**src/rtl/sm_clk_ctrl_pkg.sv**
```systemverilog
// Shared widths, divider type and per-SM run state for the SM clock sequencer.
package sm_clk_ctrl_pkg;

  localparam int DIV_INT_W  = 16;
  localparam int DIV_FRAC_W = 8;
  // Accumulator must hold int==0 (2**DIV_INT_W) in fixed point, hence one extra bit.
  localparam int ACC_W      = DIV_INT_W + DIV_FRAC_W + 1;

  typedef struct packed {
    logic [DIV_INT_W-1:0]  int_part;
    logic [DIV_FRAC_W-1:0] frac;
  } clkdiv_t;

  typedef enum logic {SM_OFF = 1'b0, SM_RUN = 1'b1} sm_run_t;

  localparam clkdiv_t DIV_RESET = '{int_part: DIV_INT_W'(1), frac: '0};

  // One enabled cycle advances the phase by 1.0 in fixed point.
  localparam logic [ACC_W-1:0] ACC_STEP = ACC_W'(1) << DIV_FRAC_W;

  // Divider as a fixed-point value; int==0 becomes 2**DIV_INT_W via the top bit.
  function automatic logic [ACC_W-1:0] div_fixed(input clkdiv_t d);
    return {(d.int_part == '0), d.int_part, d.frac};
  endfunction

endpackage

```
**src/rtl/sm_clk_div.sv**
```systemverilog
// Per-SM fractional clock divider: phase accumulator, divider register and tick flop.
module sm_clk_div
  import sm_clk_ctrl_pkg::*;
(
  input  logic    clk,
  input  logic    rst_n,
  input  logic    run,
  input  logic    load,
  input  clkdiv_t div,
  input  logic    phase_clr,
  input  logic    tick_suppress,
  output logic    tick
);

  clkdiv_t          div_q, div_d;
  logic [ACC_W-1:0] acc_q, acc_d;
  logic [ACC_W-1:0] acc_inc, dfix;
  logic             tick_q, tick_d;

  // Next phase/tick: a load or phase clear zeroes the phase; otherwise advance while running.
  // Suppression only masks the strobe so the cadence is unaffected.
  always_comb begin
    dfix    = div_fixed(div_q);
    acc_inc = acc_q + ACC_STEP;
    div_d   = div_q;
    acc_d   = acc_q;
    tick_d  = 1'b0;
    if (load) div_d = div;
    if (load || phase_clr) begin
      acc_d = '0;
    end else if (run) begin
      if (acc_inc >= dfix) begin
        tick_d = ~tick_suppress;
        acc_d  = acc_inc - dfix;
      end else begin
        acc_d  = acc_inc;
      end
    end
  end

  // Divider state registers.
  always_ff @(posedge clk or negedge rst_n) begin
    if (!rst_n) begin
      div_q  <= DIV_RESET;
      acc_q  <= '0;
      tick_q <= 1'b0;
    end else begin
      div_q  <= div_d;
      acc_q  <= acc_d;
      tick_q <= tick_d;
    end
  end

  assign tick = tick_q;

endmodule

```
**src/rtl/sm_clk_ctrl.sv**
```systemverilog
// Block-level sequencer: enable register, divider-write decode, soft-reset strobes
// and one fractional divider per state machine.
module sm_clk_ctrl
  import sm_clk_ctrl_pkg::*;
#(
  parameter  int NUM_SM = 4,
  localparam int SEL_W  = (NUM_SM > 1) ? $clog2(NUM_SM) : 1
) (
  input  logic                  clk,
  input  logic                  rst_n,
  input  logic                  cfg_wr_en,
  input  logic [SEL_W-1:0]      cfg_sm_sel,
  input  logic [DIV_INT_W-1:0]  cfg_div_int,
  input  logic [DIV_FRAC_W-1:0] cfg_div_frac,
  input  logic                  ctrl_en_wr,
  input  logic [NUM_SM-1:0]     ctrl_en,
  input  logic [NUM_SM-1:0]     sm_restart,
  input  logic [NUM_SM-1:0]     clkdiv_restart,
  output logic [NUM_SM-1:0]     sm_tick,
  output logic [NUM_SM-1:0]     sm_rst,
  output logic [NUM_SM-1:0]     sm_enabled
);

  sm_run_t           run_q [NUM_SM];
  sm_run_t           run_d [NUM_SM];
  logic [NUM_SM-1:0] rst_q, rst_d;
  clkdiv_t           cfg_div;

  assign cfg_div = '{int_part: cfg_div_int, frac: cfg_div_frac};

  // Enable write replaces the whole run mask; otherwise each SM holds its state.
  always_comb begin
    for (int i = 0; i < NUM_SM; i++) begin
      run_d[i] = run_q[i];
      if (ctrl_en_wr) run_d[i] = ctrl_en[i] ? SM_RUN : SM_OFF;
    end
    rst_d = sm_restart;
  end

  // Run state and soft-reset strobe registers.
  always_ff @(posedge clk or negedge rst_n) begin
    if (!rst_n) begin
      for (int i = 0; i < NUM_SM; i++) run_q[i] <= SM_OFF;
      rst_q <= '0;
    end else begin
      for (int i = 0; i < NUM_SM; i++) run_q[i] <= run_d[i];
      rst_q <= rst_d;
    end
  end

  // Enabled mask is a direct view of the run state.
  always_comb begin
    for (int i = 0; i < NUM_SM; i++) sm_enabled[i] = (run_q[i] == SM_RUN);
  end

  assign sm_rst = rst_q;

  for (genvar g = 0; g < NUM_SM; g++) begin : g_div
    sm_clk_div u_div (
      .clk           (clk),
      .rst_n         (rst_n),
      .run           (run_q[g] == SM_RUN),
      .load          (cfg_wr_en && (cfg_sm_sel == SEL_W'(g))),
      .div           (cfg_div),
      .phase_clr     (clkdiv_restart[g]),
      .tick_suppress (sm_restart[g]),
      .tick          (sm_tick[g])
    );
  end

endmodule

```
**config.mk**
```make
export PLATFORM = sky130hd
export DESIGN_NAME = sm_clk_ctrl
export DESIGN_NICKNAME = d
export VERILOG_FILES = /design/src/rtl/sm_clk_ctrl_pkg.sv /design/src/rtl/sm_clk_div.sv /design/src/rtl/sm_clk_ctrl.sv
export SDC_FILE = /design/constraint.sdc
export NUM_CORES = 1
export LEC_CHECK = 0
export CAP_MARGIN = 5
export CELL_PAD_IN_SITES_DETAIL_PLACEMENT = 1
export CELL_PAD_IN_SITES_GLOBAL_PLACEMENT = 1
export CORE_ASPECT_RATIO = 0.5
export CORE_MARGIN = 1.5
export CORE_UTILIZATION = 49
export CTS_BUF_LIST = sky130_fd_sc_hd__clkbuf_4 sky130_fd_sc_hd__clkbuf_8
export DETAILED_ROUTE_END_ITERATION = 8
export GPL_TIMING_DRIVEN = 0
export PLACE_DENSITY = 0.88
export REMOVE_ABC_BUFFERS = 1
export SLEW_MARGIN = 10
export SYNTH_ARGS = -nofsm -noshare
export SYNTH_HDL_FRONTEND = slang
export SYNTH_HIERARCHICAL = 1
export SYNTH_SLANG_ARGS = --single-unit
```
**constraint.sdc**
```tcl
create_clock -name clk -period 4 [get_ports clk]
set_clock_uncertainty 0.2 [all_clocks]
set_input_delay 0.6 -clock clk [delete_from_list [all_inputs] [get_ports clk]]
set_output_delay 0.6 -clock clk [all_outputs]
set_load 0.01 [all_outputs]
```
==> flow_metrics.py, run 1 <==
metrics = {
    "finish": {
        "drive_gt1_share_pct": 12.5,
        "n_antenna_cell": 0,
        "nFillCells": 3625,
        "multi_input_area_um2": 9750,
        "fin_nets": 2064,
        "ff_latch_area_um2": 5230,
        "syn_to_final_growth_pct": 14.0,
        "stdcell_area_um2": 17800,
    },
    "timing": {
        "setup_ws_ns": -0.0591,
        "hold_viol": 0,
        "setup_viol": 2,
        "min_period_over_period_pct": 101,
        "fin_crit_ns": 4.06,
        "worst_slew_pin_slew_ns": 1.31,
        "max_freq_mhz": 246,
        "setup_tns_ns": -0.0895,
        "maxSlewHeadroom_pct": 12.3,
        "maxSlewViolCount": 0,
    },
    "drt": {
        "drt-total-wl_mm": 58.5,
        "post_drt_wl_per_cell_um": 24.8,
        "drt_first_iter_violations": 1788,
        "drc_errors": 0,
        "vias": 15700,
        "ant_nets": 0,
        "via_per_inst": 6.64,
        "firstDrtPassIters": 5,
    },
    "placement": {
        "dpl_cell_area_um2": 16200,
        "gp_congestion": 0.890,
        "port_buffers": 53,
        "dp_hpwl_mm": 35.7,
    },
    "floorplanning": {
        "die_h_um": 129,
        "ios": 54,
        "start_util_pct": 50.7,
        "row_count": 45,
        "dieArea_um2": 33000,
        "die_w_um": 255,
        "core-area_um2": 30800,
    },
    "yosys": {
        "netlist_instances": 1868,
        "synthFlopType": "dfrtp_1",
        "synth_simple_gate_area_share_pct": 18.4,
        "ys_seq_elements": 208,
        "synth_cell_type_count": 74,
        "synth_top_area_share_pct": 32.7,
        "synth_top_family_by_area": "compound AO/OA/AOI/OAI gates",
        "yosysSeqAreaShare_pct": 33.4,
        "synth_area_leader_cell": "dfrtp_1",
        "ys_async_sr_fraction_pct": 100,
        "synth-adder-area-share_pct": 8.85,
        "synth_area_leaders": "dfrtp_1 33%, ha_1 8.3%, o21ai_0 5.9%",
        "synth_compound_area_share_pct": 23.6,
        "synth_xor_area_share_pct": 7.24,
        "synth.cell_area_um2": 15600,
        "synth_edf_count": 0,
        "synth_mux_area_share_pct": 1.80,
        "avgSynthCellArea_um2": 8.35,
        "yosysWarnings": 6,
    },
    "clock_tree": {
        "root_buffer": "clkbuf_8",
        "insertion_delay_ns": 0.58,
        "h-tree-depth": 2,
        "clkSinkCount": 208,
        "cts_made_buffers": 34,
        "max-clock-path-buffers": 3,
        "cts_tree": "built",
        "clkSlewWorstSetupHoldPaths_ns": 0.08,
    },
    "global_route": {
        "grt-ovfl-total": 0,
        "groute.usage.overall_pct": 32.9,
        "antenna_found_initial": 0,
        "grt_pass1_wl_mm": 86.4,
        "grt_max_degree": 96,
        "grt_pass1_vias": 15700,
    },
    "critical_path": {
        "critPathArrivalTime_ns": 4.27,
        "r2r_start": "g_div[0].u_div/acc_q[12]$_DFFE_PN0P_",
        "reg2reg_depth": 15,
        "worstPathRequired_ns": 4.21,
        "critPathLaunch": "g_div[0].u_div/acc_q[12]$_DFFE_PN0P_",
        "endpoint_kind": "flip-flop",
        "crit_path_start_kind": "flip-flop",
        "path_class": "reg2reg",
        "worstReg2RegEnd": "g_div[0].u_div/acc_q[11]$_DFFE_PN0P_",
        "crit_path_max_fanout": 7,
        "crit_end": "g_div[0].u_div/acc_q[11]$_DFFE_PN0P_",
        "rrSetupSlack_ns": -0.06,
    },
    "power_and_ir_drop": {
        "p_leak_nw": 7.85,
        "power.density_nw_per_um2": 573,
        "power.total_mw": 10.2,
        "ir_drop_uv": 251,
    },
    "min_path": {
        "hold_class": "in2async",
    },
    "job": {
        "maxCapViolations": 0,
    },
    "outcome": {
        "status": "finished, violations left",
        "violations": "setup timing",
    },
}
cell usage in the layout (no fill, tap or decap), drive strengths merged, types with 8 or more instances in the layout:
cell	synthesis	final
nand2	206	206
dfrtp	204	204
o21ai	196	196
a21oi	144	147
inv	142	142
ha	104	104
nor2	95	95
xnor2	75	75
nand3	75	75
and3	57	57
xor2	54	54
a21o	52	53
clkdlybuf4s50	0	52
clkbuf	61	51
buf	34	47
nand4	41	41
a31oi	38	38
nor4	35	35
nor3	27	27
o211ai	22	22
mux2i	19	19
a211oi	16	16
o21bai	12	12
a32oi	12	12
o311ai	12	12
nand2b	11	11
or2	10	10
nor2b	10	10
nand4b	9	9
a221oi	9	9
mux2	8	8
o2111ai	8	8
cells in the mapped netlist (5+ instances only):
cell type  instances
buf_2             18
and3_1            57
nand3_1           75
a21oi_1          134
inv_1            142
nand2_1          206
o211ai_1          16
a311o_1            5
nand4b_1           9
buf_6              8
dfrtp_1          204
o21ai_0          183
o211ai_2           6
a211oi_1          10
a221oi_1           8
ha_1             104
nor2_1            95
xnor2_1           75
nor2b_1            9
a31oi_1           38
a211oi_2           6
or2_2             10
o21bai_1          12
a21o_1            52
o21ai_1            9
o311ai_0          12
mux2i_1           19
nor3_1            27
xor2_1            54
nor4_1            35
or3_1              6
clkbuf_1          57
nand2b_1          11
a32oi_1           12
a21oi_2            6
nand4_1           41
what timing repair did:
| item | in CTS | in global routing |
|---|---|---|
| setup buffers | 27 | 14 |
| hold buffers | 1 | 0 |
| gates resized for setup | 31 | 59 |
| pin swaps | 11 | 11 |
| cloned | 5 | 0 |
| setup endpoints to repair | 94 | 104 |
| hold endpoints to repair | 24 | 0 |
logic make-up (layout without fill, tap and decap cells):
kind of cell,Yosys count,after routing
and+or+nand+nor,594,595
AOI/OAI and AO/OA,565,569
buffers and inverters,237,303
DFF,208,208
xor gates and xnor gates,129,129
adders and majority gates,108,108
muxes,27,27
report_power, final:
group	total, mW	internal (mW)	switching (mW)
sequential	2.82	2.45	0.372
clock	2.17	1.18	0.994
combinational	5.19	1.97	3.23
final cells by class:
type	count	area share [%]
Clock buffer	51	3.67
Inverter	142	3.00
Timing Repair Buffer	100	5.59
Clock inverter	10	0.577
Sequential cell	208	29.4
Multi-Input combinational cell	1428	54.8
Tap cell	423	2.98
sequential cells by signal (all words and copies together) (netlist names):
register / cells
g_div.u_div/tick: 4
g_div.u_div/acc_q: 100
sm_rst: 4
g_div.u_div/dfix: 96
sm_enabled: 4
stage by stage:
step | hold slack [ns] | setup WS [ns] | instances | util, %
2_1_floorplan | 0.104 | -0.646 | 1773 | -
6_report | 0.264 | -0.0591 | 2362 | 57.7
4_1_cts | 0.242 | 0.00301 | 2347 | 56.6
3_5_place_dp | 0.257 | -0.647 | 2253 | 52.7
3_3_place_gp | 0.296 | -6.88 | 2249 | 52.4
5_1_grt | 0.285 | -0.143 | 2362 | 57.7
critical path: stages (launching register included):
cell and delay (ns):
dfrtp_1 0.46, and3_1 0.24, and3_2 0.25, and3_2 0.28, nand3_1 0.14, xnor2_2 0.18, ha_1 0.36, a21o_1 0.22
a21o_1 0.19, a21oi_2 0.22, o2111ai_4 0.24, buf_4 0.22, a21oi_4 0.16, buf_4 0.20, nand4_1 0.12, o311ai_0 0.20
worst min-delay path by stage:
| stage | from | end | slack [ns] | cells after the start |
|---|---|---|---|---|
| after global placement | g_div[3].u_div/dfix[0]$_DFFE_PN0P_ | g_div[3].u_div/dfix[0]$_DFFE_PN0P_ | 0.30 | 1 |
| after CTS | rst_n | g_div[2].u_div/acc_q[16]$_DFFE_PN0P_ | 0.24 | 2 |
| after floorplan | rst_n | g_div[0].u_div/acc_q[0]$_DFFE_PN0P_ | 0.10 | 0 |
| after global routing | rst_n | g_div[2].u_div/acc_q[16]$_DFFE_PN0P_ | 0.29 | 2 |
| final | rst_n | g_div[2].u_div/acc_q[16]$_DFFE_PN0P_ | 0.26 | 2 |
| after detailed placement | rst_n | g_div[2].u_div/tick$_DFF_PN0_ | 0.26 | 1 |
routing by layer:
metal | track usage, % | vias up | wire [um] | part of all wire, %
li1 | - | 6817 | - | -
met1 | 42.7 | 7845 | 24200 | 41
met2 | 54.8 | 756 | 26800 | 46
met3 | 5.61 | 265 | 4530 | 7.7
met4 | 14.4 | 0 | 2960 | 5.1
met5 | 0 | - | 0 | 0
Note: power is estimated with default switching activity, not from simulation.
==> inputs of run 2 (changes only) <==
CELL_PAD_IN_SITES_DETAIL_PLACEMENT = not set   (was 1)
CELL_PAD_IN_SITES_GLOBAL_PLACEMENT = not set   (was 1)
CORE_UTILIZATION = 42   (was 49)
PLACE_DENSITY = 0.63   (was 0.88)
==> run 2 against run 1 <==
  * The flow now finishes without violations
  * Clock-buffer cell count shrank 9
  * Critical path depth shrank 1
  * Fmax grew 6.0%
  * Cell area shrank 0.32%
  * Clock power grew 8%
  * Register-to-register slack gained 0.23 ns
  * Non-clock buffer count shrank 7
  * Critical endpoint is now g_div[2].u_div/acc_q[23]$_DFFE_PN0P_
  * Largest power group unchanged
==> flow_metrics.py, run 2 (same netlist as run 1, synthesis figures left out) <==
metrics = {
    "floorplanning": {
        "die_h_um": 139,
        "row_count": 49,
        "dieArea_um2": 38400,
        "core-area_um2": 36200,
        "start_util_pct": 43.1,
        "ios": 54,
        "die_w_um": 276,
    },
    "clock_tree": {
        "root_buffer": "clkbuf_8",
        "insertion_delay_ns": 0.60,
        "cts_tree": "built",
        "clkSlewWorstSetupHoldPaths_ns": 0.07,
        "max-clock-path-buffers": 3,
        "h-tree-depth": 2,
        "clkSinkCount": 208,
        "cts_made_buffers": 35,
    },
    "timing": {
        "finalHoldWorstSlack_ns": 0.269,
        "min_period_over_period_pct": 95.7,
        "fin_crit_ns": 3.83,
        "worst_slew_pin_slew_ns": 1.30,
        "setup_ws_ns": 0.172,
        "hold_viol": 0,
        "maxSlewHeadroom_pct": 13.1,
        "maxSlewViolCount": 0,
        "max_freq_mhz": 261,
        "setup_viol": 0,
    },
    "global_route": {
        "groute.usage.overall_pct": 23.1,
        "grt-ovfl-total": 0,
        "grt_max_degree": 101,
        "grt_pass1_wl_mm": 70.6,
        "grt_pass1_vias": 13000,
        "antenna_found_initial": 1,
    },
    "power_and_ir_drop": {
        "power.total_mw": 9.74,
        "ir_drop_uv": 212,
        "power_frac_seq_pct": 28.4,
        "swShare_pct": 41.8,
        "p_sw_mw": 4.07,
        "p_comb_share_pct": 47.6,
        "p_int_mw": 5.67,
        "p_leak_nw": 7.81,
        "clkPwrFrac_pct": 24.0,
        "power.density_nw_per_um2": 550,
    },
    "finish": {
        "final_common_cell": "nand2_1",
        "largest_reg_flops": 100,
        "stdcell_area_um2": 17700,
        "syn_to_final_growth_pct": 13.6,
        "regMostFlops": "g_div.u_div/acc_q",
        "layout_common_cells": "202 x nand2_1, 199 x dfrtp_1, 183 x o21ai_0",
        "drive_gt1_share_pct": 11.0,
        "nFillCells": 3481,
        "fin_nets": 2057,
    },
    "critical_path": {
        "endpoint_kind": "flip-flop",
        "path_class": "reg2reg",
        "crit_path_max_fanout": 6,
        "cp_cell_sequence": "ha_1, and3_2, and3_2, nand3_1, xnor2_1, ha_1, a21o_1, a21o_1, a21oi_2, o2111ai_4, buf_4, and3_1, nor4_1, a311o_1",
        "critPathArrivalTime_ns": 4.11,
        "worstPathRequired_ns": 4.29,
        "crit_path_start_kind": "flip-flop",
        "critical_path.max_stage_delay_ns": 0.40,
        "worst_path_max_delay_cell": "dfrtp_1",
    },
    "placement": {
        "port_buffers": 53,
        "dp_hpwl_mm": 30.8,
        "gp_congestion": 0.879,
        "place_ws_ns": -0.569,
        "dpl_cell_area_um2": 16300,
    },
    "drt": {
        "via_per_inst": 5.78,
        "vias": 14000,
        "drc_errors": 0,
        "drt-total-wl_mm": 44.9,
        "firstDrtPassIters": 5,
        "post_drt_wl_per_cell_um": 18.6,
        "ant_nets": 0,
        "drt_first_iter_violations": 1029,
    },
    "outcome": {
        "status": "complete, no violations",
    },
    "min_path": {
        "hold_class": "in2async",
    },
    "job": {
        "maxCapViolations": 0,
    },
}
==> run 2: cell types whose count changed in the layout (fill, tap and decap cells not counted), moves of 4 or more <==
cell / change
bufinv_16: +4
clkbuf_8: -4
buf_4: -6
dfrtp_2: -7
clkbuf_4: -5
dfrtp_1: +7
==> run 2: final timing paths <==
path                                                     start                                    to  slack [ns]  cells after the start
max reg2reg                g_div[2].u_div/acc_q[8]$_DFFE_PN0P_  g_div[2].u_div/acc_q[23]$_DFFE_PN0P_        0.17                     14
min in group clk                                 sm_restart[3]                   sm_rst[3]$_DFF_PN0_        0.30                      1
max                        g_div[2].u_div/acc_q[8]$_DFFE_PN0P_  g_div[2].u_div/acc_q[23]$_DFFE_PN0P_        0.17                     14
min reg2reg                 g_div[0].u_div/dfix[0]$_DFFE_PN0P_    g_div[0].u_div/dfix[0]$_DFFE_PN0P_        0.32                      1
min                                                      rst_n   g_div[2].u_div/acc_q[8]$_DFFE_PN0P_        0.27                      2
max in group asynchronous                                rst_n  g_div[1].u_div/acc_q[10]$_DFFE_PN0P_        2.11                      4
==> run 2: power by group through the flow <==
stage          registers (mW)  logic, mW  clock network [mW]
3_3_place_gp             2.79       4.13                   0
6_report                 2.77       4.64                2.34
3_5_place_dp             2.79       4.17                   0
2_1_floorplan            2.71       3.20                   0
4_1_cts                  2.76       4.38                2.40
5_1_grt                  2.82       5.10                2.48
==> run 2: area by class of cell <==
| class | count | area, um^2 | share of cell area (%) |
|---|---|---|---|
| clock buffers | 42 | 559 | 3.16 |
| repair buffers | 93 | 928 | 5.24 |
| multi-input cells | 1427 | 9610 | 54.2 |
| clock inverters | 20 | 269 | 1.52 |
| flip-flops and latches | 208 | 5220 | 29.4 |
| well taps | 484 | 606 | 3.42 |
| inverters | 142 | 533 | 3.01 |
| diodes | 1 | 2.50 | 0.0141 |
==> run 2: metrics by stage <==
stage | cells | utilization [%] | setup TNS, ns
5_1_grt | 2417 | 48.9 | -0.188
2_1_floorplan | 1773 | - | -4.58
3_3_place_gp | 2310 | 44.8 | -1538.15
3_5_place_dp | 2314 | 45.0 | -20.62
4_1_cts | 2394 | 48.0 | -0.0121
6_report | 2417 | 48.9 | 0
==> run 2: worst max-delay path, delay by kind of cell (launching register included) <==
| kind | cells | cell delay [ns] |
|---|---|---|
| DFF | 1 | 0.40 |
| xor gates and xnor gates | 1 | 0.22 |
| AOI/OAI and AO/OA | 5 | 0.99 |
| and+or+nand+nor | 5 | 1.17 |
| buffers and inverters | 1 | 0.19 |
| adders and majority gates | 2 | 0.59 |
==> run 2: timing repair <==
item	in CTS	in global routing
cloned	3	1
resized for setup	18	39
buffers inserted	14	21
pin swaps	5	16
hold endpoints to repair	28	0
endpoints found under the setup margin	84	103
hold buffers	1	0
==> run 2: per-layer routing <==
layer  share of wire (%)  vias up  wire (um)  GRT usage (%)
met2                  43      347      19400           35.2
met4                 2.2        0        991           5.98
met5                   0        -          0              0
li1                    -     6818          -              -
met3                 6.0       69       2690           3.87
met1                  48     6734      21800           33.9
==> inputs of run 3 (changes only) <==
CORE_UTILIZATION = 40   (was 42)
GPL_ROUTABILITY_DRIVEN = 0   (was not set)
PLACE_DENSITY = 0.61   (was 0.63)
==> run 3 against run 2 <==
  * First-iteration DRC count grew 1.4%
  * Final cell count rose by 1.7%
  * Via count fell by 0.52%
  * Combinational power hardly changed
  * Register-to-register slack is essentially flat
  * Die area rose by 4.9%
  * Sequential power barely moved
  * Clock power down 9.4%
  * Largest power group unchanged
==> flow_metrics.py, run 3 (same netlist as run 1, synthesis figures left out) <==
metrics = {
    "critical_path": {
        "r2r_start": "g_div[3].u_div/acc_q[8]$_DFFE_PN0P_",
        "reg2reg_depth": 13,
        "crit_path_start_kind": "flip-flop",
        "worstPathRequired_ns": 4.24,
        "endpoint_kind": "flip-flop",
        "rrSetupSlack_ns": 0.18,
        "crit_path_max_fanout": 5,
        "path_class": "reg2reg",
        "worstReg2RegEnd": "g_div[3].u_div/acc_q[17]$_DFFE_PN0P_",
        "critPathArrivalTime_ns": 4.06,
    },
    "finish": {
        "nFillCells": 3745,
        "layout_common_cells": "202 x nand2_1, 201 x dfrtp_1, 183 x o21ai_0",
        "syn_to_final_growth_pct": 13.7,
        "stdcell_area_um2": 17700,
        "final_common_cell": "nand2_1",
        "drive_gt1_share_pct": 11.4,
        "largest_reg_flops": 100,
        "regMostFlops": "g_div.u_div/acc_q",
        "fin_nets": 2061,
        "n_antenna_cell": 0,
    },
    "outcome": {
        "status": "complete, no violations",
    },
    "power_and_ir_drop": {
        "p_leak_nw": 7.82,
        "power.total_mw": 9.51,
        "power.density_nw_per_um2": 536,
        "ir_drop_uv": 187,
    },
    "timing": {
        "maxSlewViolCount": 0,
        "fin_crit_ns": 3.82,
        "worst_slew_pin_slew_ns": 1.17,
        "min_period_over_period_pct": 95.6,
        "maxSlewHeadroom_pct": 21.6,
        "hold_viol": 0,
        "setup_viol": 0,
        "max_freq_mhz": 261,
    },
    "clock_tree": {
        "clkSinkCount": 208,
        "insertion_delay_ns": 0.58,
        "max-clock-path-buffers": 3,
        "cts_made_buffers": 36,
        "h-tree-depth": 2,
        "cts_tree": "built",
        "root_buffer": "clkbuf_8",
        "clkSlewWorstSetupHoldPaths_ns": 0.07,
    },
    "floorplanning": {
        "core-area_um2": 37900,
        "start_util_pct": 41.2,
        "die_h_um": 143,
        "die_w_um": 282,
        "ios": 54,
        "dieArea_um2": 40300,
        "row_count": 50,
    },
    "global_route": {
        "antenna_found_initial": 0,
        "grt-ovfl-total": 0,
        "groute.usage.overall_pct": 22.0,
        "grt_max_degree": 101,
        "grt_pass1_vias": 13000,
        "grt_pass1_wl_mm": 70.2,
    },
    "placement": {
        "dpl_cell_area_um2": 16400,
        "port_buffers": 53,
        "dp_hpwl_mm": 30.3,
    },
    "job": {
        "maxCapViolations": 0,
    },
    "drt": {
        "drc_errors": 0,
        "post_drt_wl_per_cell_um": 18.0,
        "via_per_inst": 5.66,
        "drt-total-wl_mm": 44.2,
        "ant_nets": 0,
        "drt_first_iter_violations": 1043,
        "firstDrtPassIters": 5,
        "vias": 13900,
    },
    "min_path": {
        "hold_class": "in2async",
    },
}
## run 3: cell types whose count changed in the layout (fill, tap and decap cells not counted), moves of 2 or more
cell and delta:
bufinv_16 -6, clkbuf_8 +8, dfrtp_1 +2, clkinv_2 -5
ha_1 -3, nor4_2 -2, clkbuf_4 +10, ha_2 +4
dfrtp_2 -2, clkinvlp_4 -2, inv_6 -2, buf_4 +2
## run 3: where the power goes
part / internal, mW / switching [mW]
clock: 1.17 / 0.953
combinational: 1.91 / 2.72
sequential: 2.45 / 0.323
total: 5.52 / 3.99
## run 3: worst max-delay path, stage by stage (launching register included)
cell      delay (ns)
dfrtp_1         0.41
ha_2            0.25
nand4_1         0.23
nor2_4          0.23
nand4_1         0.17
xnor2_1         0.19
ha_1            0.42
nand4_1         0.19
nor4_4          0.41
a221oi_4        0.17
and2_4          0.23
buf_12          0.13
a311o_1         0.32
o2111a_1        0.14
## run 3: worst max-delay path by stage
stage                                         startpoint                                   end  cells after the start  slack, ns
floorplan                                  cfg_sm_sel[0]  g_div[0].u_div/acc_q[23]$_DFFE_PN0P_                      5      -0.65
global placement                                   rst_n  g_div[1].u_div/acc_q[22]$_DFFE_PN0P_                      1      -7.22
detailed placement   g_div[2].u_div/acc_q[8]$_DFFE_PN0P_  g_div[2].u_div/acc_q[23]$_DFFE_PN0P_                     13      -0.45
CTS                  g_div[0].u_div/acc_q[8]$_DFFE_PN0P_   g_div[0].u_div/acc_q[1]$_DFFE_PN0P_                     13      0.009
global route        g_div[0].u_div/acc_q[11]$_DFFE_PN0P_  g_div[0].u_div/acc_q[10]$_DFFE_PN0P_                     15      -0.06
finish               g_div[3].u_div/acc_q[8]$_DFFE_PN0P_  g_div[3].u_div/acc_q[17]$_DFFE_PN0P_                     13       0.18
## run 3: area by class of cell
type | instances | area (um^2) | area share, %
well taps | 520 | 651 | 3.67
inverters | 142 | 533 | 3.01
clock buffers | 60 | 744 | 4.20
repair buffers | 95 | 943 | 5.32
multi-input cells | 1428 | 9630 | 54.3
flip-flops and latches | 208 | 5210 | 29.4
clock inverters | 4 | 20.0 | 0.113
## run 3: metrics by stage
| stage | setup slack, ns | TNS (ns) | hold WS [ns] | cells | utilization [%] |
|---|---|---|---|---|---|
| after global routing | -0.0565 | -0.451 | 0.212 | 2457 | 46.8 |
| after global placement | -7.22 | -1593.54 | 0.302 | 2346 | 42.9 |
| final | 0.176 | 0 | 0.241 | 2457 | 46.8 |
| after CTS | 0.00910 | 0 | 0.197 | 2433 | 45.8 |
| after detailed placement | -0.447 | -17.65 | 0.245 | 2351 | 43.2 |
| after floorplan | -0.646 | -4.58 | 0.104 | 1773 | - |
## run 3: per-layer routing
metal	vias to the layer above	track usage [%]	wire (um)
met1	6706	32.0	21700
met5	-	0	0
met3	52	3.39	2210
met2	302	34.1	19600
li1	6836	-	-
met4	0	5.52	783
## run 3: timing repair
| item | CTS | global route |
|---|---|---|
| gates resized for setup | 16 | 43 |
| hold buffers | 1 | 0 |
| endpoints found under the hold margin | 43 | 0 |
| buffers inserted | 13 | 23 |
| cloned | 4 | 1 |
| endpoints found under the setup margin | 91 | 102 |
| pin swaps | 6 | 14 |
